## config.mk

```make
export PLATFORM = sky130hd
export DESIGN_NAME = bbq_resp_collector
export DESIGN_NICKNAME = d
export VERILOG_FILES = /design/src/rtl/bbq_resp_collector.sv
export SDC_FILE = /design/constraint.sdc
export NUM_CORES = 1
export LEC_CHECK = 0
export CAP_MARGIN = 20
export CORE_UTILIZATION = 30
export CTS_CLUSTER_SIZE = 10
export DETAILED_ROUTE_END_ITERATION = 10
export PLACE_DENSITY = 0.58
export SLEW_MARGIN = 20
export SYNTH_ARGS = -nofsm -noshare
export SYNTH_HDL_FRONTEND = slang
export SYNTH_SLANG_ARGS = --single-unit
```

## constraint.sdc

```tcl
create_clock -name clk -period 6.2 [get_ports clk]
set_clock_uncertainty 0.2 [all_clocks]
set_input_delay 1.55 -clock clk [delete_from_list [all_inputs] [get_ports clk]]
set_output_delay 1.55 -clock clk [all_outputs]
set_load 0.02 [all_outputs]
```

## src/rtl/bbq_resp_collector.sv

```systemverilog
// rtl/bbq_resp_collector.sv - merges two heap response streams into one issue-ordered dequeue result stream
// Optional feature macro: BBQ_RESP_BYPASS_EN (an arriving result for the head tag skips its empty FIFO)
package heap_ops;
  typedef enum logic [1:0] {
    HEAP_OP_ENQUE     = 2'd0,
    HEAP_OP_DEQUE_MIN = 2'd1,
    HEAP_OP_DEQUE_MAX = 2'd2,
    HEAP_OP_REPLACE   = 2'd3
  } heap_op_t;
endpackage

module bbq_resp_collector
  import heap_ops::*;
#(
  parameter int DWIDTH      = 32,
  parameter int PRIOR_WIDTH = 6,
  parameter int TAG_DEPTH   = 8,
  parameter int RESP_DEPTH  = 4
) (
  input  logic                   clk,
  input  logic                   rst,
  input  logic                   issue_valid,
  input  logic                   issue_port,
  output logic                   issue_ready,
  input  logic                   in_0_valid,
  input  heap_op_t               in_0_op_type,
  input  logic [DWIDTH-1:0]      in_0_he_data,
  input  logic [PRIOR_WIDTH-1:0] in_0_he_priority,
  input  logic                   in_1_valid,
  input  heap_op_t               in_1_op_type,
  input  logic [DWIDTH-1:0]      in_1_he_data,
  input  logic [PRIOR_WIDTH-1:0] in_1_he_priority,
  output logic                   resp_valid,
  input  logic                   resp_ready,
  output logic [DWIDTH-1:0]      resp_data,
  output logic [PRIOR_WIDTH-1:0] resp_priority,
  output logic                   err_overflow,
  output logic                   err_unexpected
);
  localparam int TAW = $clog2(TAG_DEPTH);
  localparam int RAW = $clog2(RESP_DEPTH);
  localparam int CW  = $clog2(TAG_DEPTH + 1);
  localparam int EW  = DWIDTH + PRIOR_WIDTH;

  logic [TAG_DEPTH-1:0] tag_mem;
  logic [TAW:0]         tag_wr, tag_rd;
  logic [EW-1:0]        resp_mem [2][RESP_DEPTH];
  logic [RAW:0]         resp_wr [2];
  logic [RAW:0]         resp_rd [2];
  logic [CW-1:0]        outst [2];
  logic                 out_valid;
  logic [EW-1:0]        out_elem;
  logic                 err_ovf_q, err_unx_q;

  logic [1:0]           in_valid;
  heap_op_t             in_op [2];
  logic [EW-1:0]        in_elem [2];

  logic                 tag_empty, tag_full, issue_fire, head, out_free;
  logic                 load_fifo, load_byp;
  logic [1:0]           resp_empty, resp_full, is_deq, pop, acc, push, unexp, ovf, iss;
  logic [EW-1:0]        load_elem;

  assign in_valid   = {in_1_valid, in_0_valid};
  assign in_op[0]   = in_0_op_type;
  assign in_op[1]   = in_1_op_type;
  assign in_elem[0] = {in_0_he_data, in_0_he_priority};
  assign in_elem[1] = {in_1_he_data, in_1_he_priority};

  // Queue status, response filtering, merge selection and optional bypass
  always_comb begin
    tag_empty  = (tag_wr == tag_rd);
    tag_full   = (tag_wr[TAW] != tag_rd[TAW]) && (tag_wr[TAW-1:0] == tag_rd[TAW-1:0]);
    issue_fire = issue_valid && !tag_full;
    head       = tag_mem[tag_rd[TAW-1:0]];
    out_free   = !out_valid || resp_ready;
    resp_empty = '0;
    resp_full  = '0;
    is_deq     = '0;
    iss        = '0;
    pop        = '0;
    acc        = '0;
    unexp      = '0;
    ovf        = '0;
    push       = '0;
    for (int p = 0; p < 2; p++) begin
      resp_empty[p] = (resp_wr[p] == resp_rd[p]);
      resp_full[p]  = (resp_wr[p][RAW] != resp_rd[p][RAW]) &&
                      (resp_wr[p][RAW-1:0] == resp_rd[p][RAW-1:0]);
      is_deq[p]     = in_valid[p] && (in_op[p] != HEAP_OP_ENQUE);
      iss[p]        = issue_fire && (issue_port == 1'(p));
    end
    load_fifo = out_free && !tag_empty && !resp_empty[head];
    for (int p = 0; p < 2; p++) begin
      pop[p]   = load_fifo && (head == 1'(p));
      acc[p]   = is_deq[p] && (outst[p] != '0) && (!resp_full[p] || pop[p]);
      unexp[p] = is_deq[p] && (outst[p] == '0);
      ovf[p]   = is_deq[p] && (outst[p] != '0) && resp_full[p] && !pop[p];
    end
`ifdef BBQ_RESP_BYPASS_EN
    load_byp = out_free && !tag_empty && resp_empty[head] && acc[head];
`else
    load_byp = 1'b0;
`endif
    for (int p = 0; p < 2; p++) begin
      push[p] = acc[p] && !(load_byp && (head == 1'(p)));
    end
    load_elem = load_byp ? in_elem[head] : resp_mem[head][resp_rd[head][RAW-1:0]];
  end

  // Tag FIFO pointers: push on issue, pop when the output register loads
  always_ff @(posedge clk or posedge rst) begin
    if (rst) begin
      tag_wr <= '0;
      tag_rd <= '0;
    end else begin
      if (issue_fire) tag_wr <= tag_wr + (TAW+1)'(1);
      if (load_fifo || load_byp) tag_rd <= tag_rd + (TAW+1)'(1);
    end
  end

  // Storage arrays carry no reset; pointers define what is valid
  always_ff @(posedge clk) begin
    if (issue_fire) tag_mem[tag_wr[TAW-1:0]] <= issue_port;
    for (int p = 0; p < 2; p++) begin
      if (push[p]) resp_mem[p][resp_wr[p][RAW-1:0]] <= in_elem[p];
    end
  end

  // Per-port response FIFO pointers
  always_ff @(posedge clk or posedge rst) begin
    if (rst) begin
      for (int p = 0; p < 2; p++) begin
        resp_wr[p] <= '0;
        resp_rd[p] <= '0;
      end
    end else begin
      for (int p = 0; p < 2; p++) begin
        if (push[p]) resp_wr[p] <= resp_wr[p] + (RAW+1)'(1);
        if (pop[p])  resp_rd[p] <= resp_rd[p] + (RAW+1)'(1);
      end
    end
  end

  // Outstanding dequeues per port; an accept implies nonzero so no underflow
  always_ff @(posedge clk or posedge rst) begin
    if (rst) begin
      for (int p = 0; p < 2; p++) outst[p] <= '0;
    end else begin
      for (int p = 0; p < 2; p++) begin
        if (iss[p] && !acc[p])      outst[p] <= outst[p] + CW'(1);
        else if (!iss[p] && acc[p]) outst[p] <= outst[p] - CW'(1);
      end
    end
  end

  // Output register: load from head FIFO (or bypass), otherwise drain on ready
  always_ff @(posedge clk or posedge rst) begin
    if (rst) begin
      out_valid <= 1'b0;
      out_elem  <= '0;
    end else if (load_fifo || load_byp) begin
      out_valid <= 1'b1;
      out_elem  <= load_elem;
    end else if (resp_ready) begin
      out_valid <= 1'b0;
    end
  end

  // Sticky error flags, cleared only by reset
  always_ff @(posedge clk or posedge rst) begin
    if (rst) begin
      err_ovf_q <= 1'b0;
      err_unx_q <= 1'b0;
    end else begin
      if (|ovf)   err_ovf_q <= 1'b1;
      if (|unexp) err_unx_q <= 1'b1;
    end
  end

  assign issue_ready    = !tag_full;
  assign resp_valid     = out_valid;
  assign resp_data      = out_elem[EW-1:PRIOR_WIDTH];
  assign resp_priority  = out_elem[PRIOR_WIDTH-1:0];
  assign err_overflow   = err_ovf_q;
  assign err_unexpected = err_unx_q;

endmodule

```

==> flow_summary.yaml, run 1 <==
finish:
  drive_gt1_share_pct: 16.9
  synthToLayoutAreaGrowth_pct: 21.8
  fill_cells: 4598
  fin_cells: 1653
  final_cell_area_um2: 18500
  nets: 1052
  antenna_cells: 0
setup_path:
  critical_path.endpoint_type: "output port"
  worst_ep_required_time_ns: 4.45
  path_cells: "xor2_1 > or4_1 > clkdlybuf4s50_1"
  cp.arrival_ns: 2.53
  critical_path_class: "reg -> out"
  critical_path.startpoint: "tag_rd[0]$_DFFE_PP0N_"
  cp_slowest_cell: "or4_1"
  start_kind: "register"
  path_max_fanout: 6
  critPathTopFamily: "simple AND/OR/NAND/NOR gates"
  cpPeakStageDelay_ns: 0.64
  cp_num_buf_inv: 1
  r2r-start: "tag_rd[1]$_DFFE_PP0N_"
global_routing:
  grt_overflow: 0
  antenna_found_initial: 0
  grt_pass1_vias: 8194
  grt_max_degree: 44
  track_usage_pct: 13.6
  grt_first_pass_wirelength_mm: 51.2
place:
  dpl_cell_area_um2: 17200
  hpwl_mm: 22.0
  portBuffers: 128
  place_congestion: 0.804
  pre_cts_slack_ns: 1.45
  placed_cells: 1571
die:
  die_h_um: 227
  ioPinCount: 129
  design.core.area_um2: 50000
  die_w_um: 227
  die_area_um2: 51400
  rows: 82
  start_util_pct: 30.3
synth:
  syn_nets: 913
  synth_most_common_cell: "edfxtp_1"
  synth_top_area_share_pct: 61.8
  synth_compound_area_share_pct: 5.14
  synthXorXnorAreaFrac_pct: 2.01
  synth_top_area_cell: "edfxtp_1"
  ys_seq_elements: 381
  synth_top_family_by_area: "multiplexers"
  synthAdderAreaFrac_pct: 1.75
  synth_enable_flop_cells: 312
  ys_seq_area_share_pct: 73.2
  synth_cells: 806
  syn_area_um2: 15200
  synthMuxAreaShare_pct: 12.4
  synthTopCellsByArea: "edfxtp_1 (62%), dfrtp_1 (11%), mux4_2 (11%)"
  avgSynthCellArea_um2: 18.8
  synth_flop_cell: "edfxtp_1"
  yosysWarningCount: 0
  async_flop_share_pct: 18.1
  synth_cell_types: 48
  synth-simple-area-share_pct: 3.70
  synth_common_cells: "edfxtp_1 (312), mux4_2 (76), dfrtp_1 (69)"
sta:
  setup_viol: 0
  setup_slack_ns: 1.92
  timing.final.crit_share_pct: 69.1
  worst_pin_slew_ns: 1.10
  timing.fmax_ghz: 0.233
  hold_viol: 0
  period_minus_slack_ns: 4.28
  rsz0062_at_grt: "no"
  relSlewSlack_pct: 26.8
  tns_ns: 0
  holdWs_ns: 0.262
  slew_viol_final: 0
drt:
  viasPerCell: 4.74
  dr.pass1.iters: 5
  ant_nets: 0
  drt-total-wl_mm: 34.5
  drc: 0
  route.detailed.wl_per_inst_um: 20.9
  drtIter0Drc: 579
  dr_total_vias: 7831
clock_network:
  cts_setup_buffers: 0
  cts_hold_buf: 0
  cts_num_sinks: 381
  cts_made_buffers: 44
  clkLatencyLatePin_ns: 0.56
  cts_tree: "built"
  cts_max_level: 2
  cts_root_buffer: "clkbuf_16"
  cts_buffer_depth: 3
  cts_resized: 0
  cts.clk_slew.worst_paths_ns: 0.06
power:
  ir_drop_uv: 242
  p_leak_nw: 6.07
  p_per_area_nw_per_um2: 522
hold_path:
  hold_class: "reg -> reg"
  hp-start: "outst[3]$_DFFE_PP0P_"
status:
  outcome: "complete, no violations"
flow_run:
  max_cap_viol_count: 0
-- worst reg2reg max path, cell delays in order (launching register included) --
cell and delay [ns]:
dfrtp_1 0.51, mux4_1 0.70, mux2_4 0.36, o2111ai_4 0.27, and2_1 0.23, inv_1 0.06
ha_1 0.22, inv_1 0.11, ha_1 0.24, a21o_1 0.18, a21oi_1 0.17, xnor2_1 0.13
nor2_1 0.06, xor2_1 0.14
-- worst paths after layout --
path / endpoint / slack, ns / cells after the start
max reg2reg: outst[7]$_DFFE_PP0P_ / 2.50 / 13
min: outst[3]$_DFFE_PP0P_ / 0.26 / 1
max: issue_ready / 1.92 / 3
min reg2reg: outst[3]$_DFFE_PP0P_ / 0.26 / 1
max in group asynchronous: resp_rd[1]$_DFFE_PP0P_ / 3.54 / 3
min in group asynchronous: tag_rd[0]$_DFFE_PP0N_ / 1.22 / 2
-- routing by layer --
metal | up-vias | routed length, µm | GRT usage (%)
met3 | 47 | 1720 | 2.68
met1 | 4057 | 15000 | 18.2
met4 | 0 | 556 | 3.40
met2 | 201 | 17200 | 22.5
li1 | 3526 | - | -
met5 | - | 0 | 0
-- cell usage in the layout (no fill, tap or decap), drive strengths merged, types with 4 or more instances in the layout --
master         synthesis  final
nand2                 12     12
buf                   20     13
or3                   39     39
ha                    18     18
inv                   11     13
dfrtp                 69     69
and2                   4      4
and3                   8      8
o21ai                 45     45
edfxtp               312    312
nor2                   7      7
mux2                   7      7
xnor2                 24     24
mux4                  78     78
nand3                  7      7
a21oi                 43     43
xor2                  10     10
o22ai                 37     37
clkdlybuf4s50          0    128
clkbuf                28     79
-- power breakdown --
part / switching, mW / internal (mW) / leakage [nW]
Clock: 0.996 / 1.37 / 0.618
Sequential: 0.432 / 3.44 / 3.62
Combinational: 1.89 / 1.52 / 1.83
-- metrics by stage --
step | utilization [%] | total power, mW
2_1_floorplan | - | 6.24
3_3_place_gp | 34.4 | 7.34
3_5_place_dp | 34.4 | 7.39
4_1_cts | 37.0 | 9.79
5_1_grt | 37.0 | 10.2
6_report | 37.0 | 9.65
-- kinds of logic after synthesis --
family,count (synthesis)
mux,86
xor+xnor,34
compound gates,132
fa+ha+maj,20
simple gates,94
flops,381
buf+inv,59
-- area by class of cell --
| type | instances | area [µm²] | area share (%) |
|---|---|---|---|
| Sequential cell | 381 | 11100 | 60.1 |
| Multi-Input combinational cell | 366 | 3800 | 20.6 |
| Timing Repair Buffer | 141 | 1380 | 7.47 |
| Clock buffer | 79 | 1250 | 6.79 |
| Tap cell | 672 | 841 | 4.55 |
| Clock inverter | 3 | 48.8 | 0.264 |
| Inverter | 11 | 41.3 | 0.224 |
-- sequential cells by signal, indices dropped and copies added, names as in the netlist --
name / count
tag_mem: 8
resp_mem: 304
err_unexpected: 1
resp_rd: 6
err_overflow: 1
tag_rd: 4
resp_wr: 6
resp_valid: 1
outst: 8
out_elem: 38
tag_wr: 4
Power figures use the tool's default switching activity.
==> inputs of run 2 (changes only) <==
==> constraint.sdc (replaced) <==
create_clock -name clk -period 4.4 [get_ports clk]
set_clock_uncertainty 0.2 [all_clocks]
set_input_delay 1.1 -clock clk [delete_from_list [all_inputs] [get_ports clk]]
set_output_delay 1.1 -clock clk [all_outputs]
set_load 0.02 [all_outputs]
==> run 2 against run 1 <==
Effect of this change:
- non-clock buffer count grew 13
- utilization grew 0.31 points
- hold slack lost 0.0019 ns
- clock-buffer cell count shrank 3
- first-iteration DRC count shrank 17%
- sequential cell count is the same
- cell count grew 0.67%
- routed wire length grew 1.5%
- setup slack lost 1.3 ns
- critical path type unchanged
- largest power group unchanged
- highest routed layer is now met5
==> flow_summary.yaml, run 2 (synthesized netlist as in run 1, its figures left out) <==
drt:
  route.detailed.wl_per_inst_um: 21.0
  dr_total_vias: 7890
  drtIter0Drc: 481
  viasPerCell: 4.74
  drt-total-wl_mm: 35.0
  dr.pass1.iters: 5
  drc: 0
  ant_nets: 0
setup_path:
  cpPeakStageDelay_ns: 0.66
  critPathTopFamily: "simple AND/OR/NAND/NOR gates"
  worst_ep_required_time_ns: 3.10
  start_kind: "register"
  cp_num_buf_inv: 1
  path_cells: "xor2_1 > or4_1 > clkdlybuf4s50_1"
  path_max_fanout: 6
  cp_slowest_cell: "or4_1"
  cp.arrival_ns: 2.51
  critical_path.endpoint_type: "output port"
  critical_path_class: "reg -> out"
sta:
  setup_viol: 0
  worst_pin_slew_ns: 0.864
  relSlewSlack_pct: 42.4
  slew_viol_final: 0
  tns_ns: 0
  timing.fmax_ghz: 0.262
  period_minus_slack_ns: 3.81
  setup_slack_ns: 0.589
  timing.final.crit_share_pct: 86.6
  hold_viol: 0
  rsz0062_at_grt: "no"
finish:
  fill_cells: 4666
  fin_cells: 1664
  multiInputGateArea_um2: 3800
  final_cell_mix: "edfxtp_1 (312), clkdlybuf4s50_1 (128), mux4_2 (76)"
  final_common_cell: "edfxtp_1"
  drive_gt1_share_pct: 18.3
  final_util_pct: 37.3
  nets: 1065
  register_area_um2: 11100
  largest_register_ffs: 304
  synthToLayoutAreaGrowth_pct: 22.9
status:
  outcome: "complete, no violations"
clock_network:
  cts_num_sinks: 381
  cts_root_buffer: "clkbuf_16"
  clkLatencyLatePin_ns: 0.55
  cts_max_level: 2
  cts_resized: 0
  cts_made_buffers: 44
  cts.clk_slew.worst_paths_ns: 0.06
  cts_hold_buf: 0
  cts_buffer_depth: 3
  cts_tree: "built"
  cts_setup_buffers: 0
die:
  die_w_um: 227
  die_h_um: 227
  design.core.area_um2: 50000
  ioPinCount: 129
  start_util_pct: 30.3
  rows: 82
  die_area_um2: 51400
place:
  pre_cts_slack_ns: 0.337
  hpwl_mm: 23.0
  place_congestion: 0.825
  portBuffers: 128
  placed_cells: 1584
power:
  p_leak_nw: 6.15
  p_per_area_nw_per_um2: 737
  ir_drop_uv: 369
  power.total_mw: 13.7
global_routing:
  antenna_found_initial: 2
  grt_overflow: 0
  grt_pass1_vias: 8357
  grt_first_pass_wirelength_mm: 52.4
  grt_max_degree: 42
  track_usage_pct: 13.8
hold_path:
  hold_class: "reg -> reg"
flow_run:
  max_cap_viol_count: 0
-- run 2: changes by cell type in the layout (fill, tap and decap cells not counted), sizes merged --
cell / delta
buf: +13
clkbuf: -3
diode: +1
-- run 2: cell type report --
type | instances | share of cell area, %
multi-input combinational | 366 | 20.4
tap | 672 | 4.51
antenna | 1 | 0.0134
clock inverter | 3 | 0.242
clock buffer | 76 | 6.72
sequential | 381 | 59.6
timing repair buffer | 154 | 8.26
inverter | 11 | 0.222
-- run 2: stage by stage --
step	hold slack, ns	cell area, µm²
4_1_cts	0.262	18600
5_1_grt	0.292	18600
6_report	0.260	18600
2_1_floorplan	0.233	15200
3_3_place_gp	0.255	17300
3_5_place_dp	0.251	17300
-- run 2: worst paths after layout --
path	from	end	slack (ns)	cells past startpoint
max reg2reg	tag_rd[1]$_DFFE_PP0N_	outst[7]$_DFFE_PP0P_	0.73	13
min reg2reg	outst[7]$_DFFE_PP0P_	outst[7]$_DFFE_PP0P_	0.26	1
max	tag_rd[1]$_DFFE_PP0N_	issue_ready	0.59	3
min	outst[7]$_DFFE_PP0P_	outst[7]$_DFFE_PP0P_	0.26	1
min in group asynchronous	rst	err_unexpected$_DFFE_PP0P_	0.85	2
max in group asynchronous	rst	out_elem[13]$_DFFE_PP0N_	2.37	3
-- run 2: metal layers --
layer	vias to the layer above	GRT usage (%)	wire [µm]
li1	3555	-	-
met1	4056	18.1	14800
met2	224	23.2	17500
met3	53	3.14	2160
met4	2	3.16	591
met5	-	0	7
-- run 2: power by group --
part	internal, mW	switching, mW	total (mW)
clock	1.93	1.39	3.33
combinational	2.22	2.86	5.09
sequential	4.83	0.478	5.31
total	8.99	4.74	13.7
-- run 2: worst register-to-register path: stages (launching register included) --
cell       delay [ns]
dfrtp_1          0.49
mux4_1           0.70
mux2_4           0.36
o2111ai_4        0.27
and2_1           0.22
inv_1            0.06
ha_1             0.21
inv_1            0.12
ha_1             0.25
a21o_1           0.17
a21oi_1          0.17
xnor2_1          0.13
nor2_1           0.06
xor2_1           0.14
==> inputs of run 3 (changes only) <==
--- a/config.mk
+++ b/config.mk
@@ -6,10 +6,12 @@
 export NUM_CORES = 1
 export LEC_CHECK = 0
 export CAP_MARGIN = 20
+export CELL_PAD_IN_SITES_DETAIL_PLACEMENT = 2
+export CELL_PAD_IN_SITES_GLOBAL_PLACEMENT = 2
 export CORE_UTILIZATION = 30
 export CTS_CLUSTER_SIZE = 10
 export DETAILED_ROUTE_END_ITERATION = 10
-export PLACE_DENSITY = 0.58
+export PLACE_DENSITY = 0.69
 export SLEW_MARGIN = 20
 export SYNTH_ARGS = -nofsm -noshare
 export SYNTH_HDL_FRONTEND = slang
==> run 3 against run 2 <==
Effect of this change:
- register-to-register slack got worse by 0.03 ns
- hold slack barely moved
- utilization barely moved
- sequential cell count did not move
- clock-buffer cell count rose by 2
- critical path depth did not move
==> flow_summary.yaml, run 3 (synthesized netlist as in run 1, its figures left out) <==
die:
  die_area_um2: 51400
  start_util_pct: 30.3
  die_h_um: 227
  design.core.area_um2: 50000
  ioPinCount: 129
  die_w_um: 227
  rows: 82
power:
  p_per_area_nw_per_um2: 747
  power.total_mw: 13.9
  ir_drop_uv: 349
  p_leak_nw: 6.13
clock_network:
  cts_tree: "built"
  clkLatencyLatePin_ns: 0.55
  cts_hold_buf: 0
  cts_made_buffers: 44
  cts_buffer_depth: 3
  cts_num_sinks: 381
  cts.clk_slew.worst_paths_ns: 0.06
  cts_resized: 0
  cts_setup_buffers: 0
  cts_root_buffer: "clkbuf_16"
  cts_max_level: 2
sta:
  rsz0062_at_grt: "no"
  hold_viol: 0
  timing.fmax_ghz: 0.255
  relSlewSlack_pct: 43.6
  period_minus_slack_ns: 3.92
  tns_ns: 0
  setup_viol: 0
  slew_viol_final: 0
  timing.final.crit_share_pct: 89.1
  worst_pin_slew_ns: 0.847
finish:
  largest_register_ffs: 304
  final_util_pct: 37.2
  synthToLayoutAreaGrowth_pct: 22.8
  final_cell_mix: "edfxtp_1 (312), clkdlybuf4s50_1 (128), mux4_2 (76)"
  nets: 1059
  drive_gt1_share_pct: 17.3
  final_common_cell: "edfxtp_1"
  fin_cells: 1660
setup_path:
  critical_path.startpoint: "tag_wr[1]$_DFFE_PP0P_"
  worst_ep_required_time_ns: 3.10
  path_max_fanout: 10
  r2r-start: "tag_rd[1]$_DFFE_PP0N_"
  critical_path_class: "reg -> out"
  cp.arrival_ns: 2.62
  critical_path.endpoint_type: "output port"
  start_kind: "register"
drt:
  ant_nets: 0
  viasPerCell: 4.81
  route.detailed.wl_per_inst_um: 23.4
  dr_total_vias: 7992
  drc: 0
  drt-total-wl_mm: 38.9
  dr.pass1.iters: 4
  drtIter0Drc: 413
hold_path:
  hp-start: "outst[3]$_DFFE_PP0P_"
  hold_class: "reg -> reg"
global_routing:
  top_usage_layer: "met2"
  grt_use_met3_pct: 4.02
  track_usage_pct: 15.5
  grtUsageMet2_pct: 27.0
  grt_overflow: 0
  grt_first_pass_wirelength_mm: 58.2
  antenna_found_initial: 2
  grt_pass1_vias: 9043
  use_met1_pct: 18.7
  grt_max_degree: 70
place:
  placed_cells: 1578
  portBuffers: 128
  place_congestion: 0.765
  hpwl_mm: 25.4
status:
  outcome: "complete, no violations"
flow_run:
  max_cap_viol_count: 0
## run 3: worst paths after layout
path                       depth (start not counted)  slack (ns)                          to
max                                                3        0.48                 issue_ready
min in group asynchronous                          3        0.74  err_unexpected$_DFFE_PP0P_
min reg2reg                                        1        0.26        outst[3]$_DFFE_PP0P_
min                                                1        0.26        outst[3]$_DFFE_PP0P_
max in group asynchronous                          3        2.87      resp_rd[0]$_DFFE_PP0P_
max reg2reg                                       13        0.70        outst[7]$_DFFE_PP0P_
## run 3: cell type report
| cell class | instances | area (µm²) |
|---|---|---|
| Inverter | 11 | 41.3 |
| Multi-Input combinational cell | 366 | 3800 |
| Clock inverter | 3 | 53.8 |
| Timing Repair Buffer | 148 | 1530 |
| Tap cell | 672 | 841 |
| Fill cell | 4845 | 31400 |
| Sequential cell | 381 | 11100 |
| Antenna cell | 1 | 2.50 |
| Clock buffer | 78 | 1240 |
## run 3: report_power, final
group | leakage (nW) | switching [mW] | internal (mW)
clock | 0.611 | 1.43 | 1.91
combinational | 1.90 | 2.99 | 2.24
sequential | 3.62 | 0.504 | 4.83
## run 3: worst max-delay path, cell delays in order, from the launching register on
cell and delay, ns:
dfrtp_1 0.56, xor2_1 0.22, or4_1 0.69, clkdlybuf4s50_1 0.60
## run 3: through the flow
| step | hold WS, ns | worst slack, ns | cell area [µm²] |
|---|---|---|---|
| global route | 0.277 | 0.380 | 18600 |
| finish | 0.260 | 0.481 | 18600 |
| detailed placement | 0.258 | 0.293 | 17300 |
| global placement | 0.256 | 0.386 | 17300 |
| floorplan | 0.233 | 0.542 | 15200 |
| CTS | 0.268 | 0.458 | 18600 |
## run 3: layer usage
metal | vias to the layer above | wire, µm
met5 | - | 23
met4 | 4 | 901
met3 | 64 | 2180
met2 | 166 | 19900
met1 | 4206 | 15800
li1 | 3552 | -
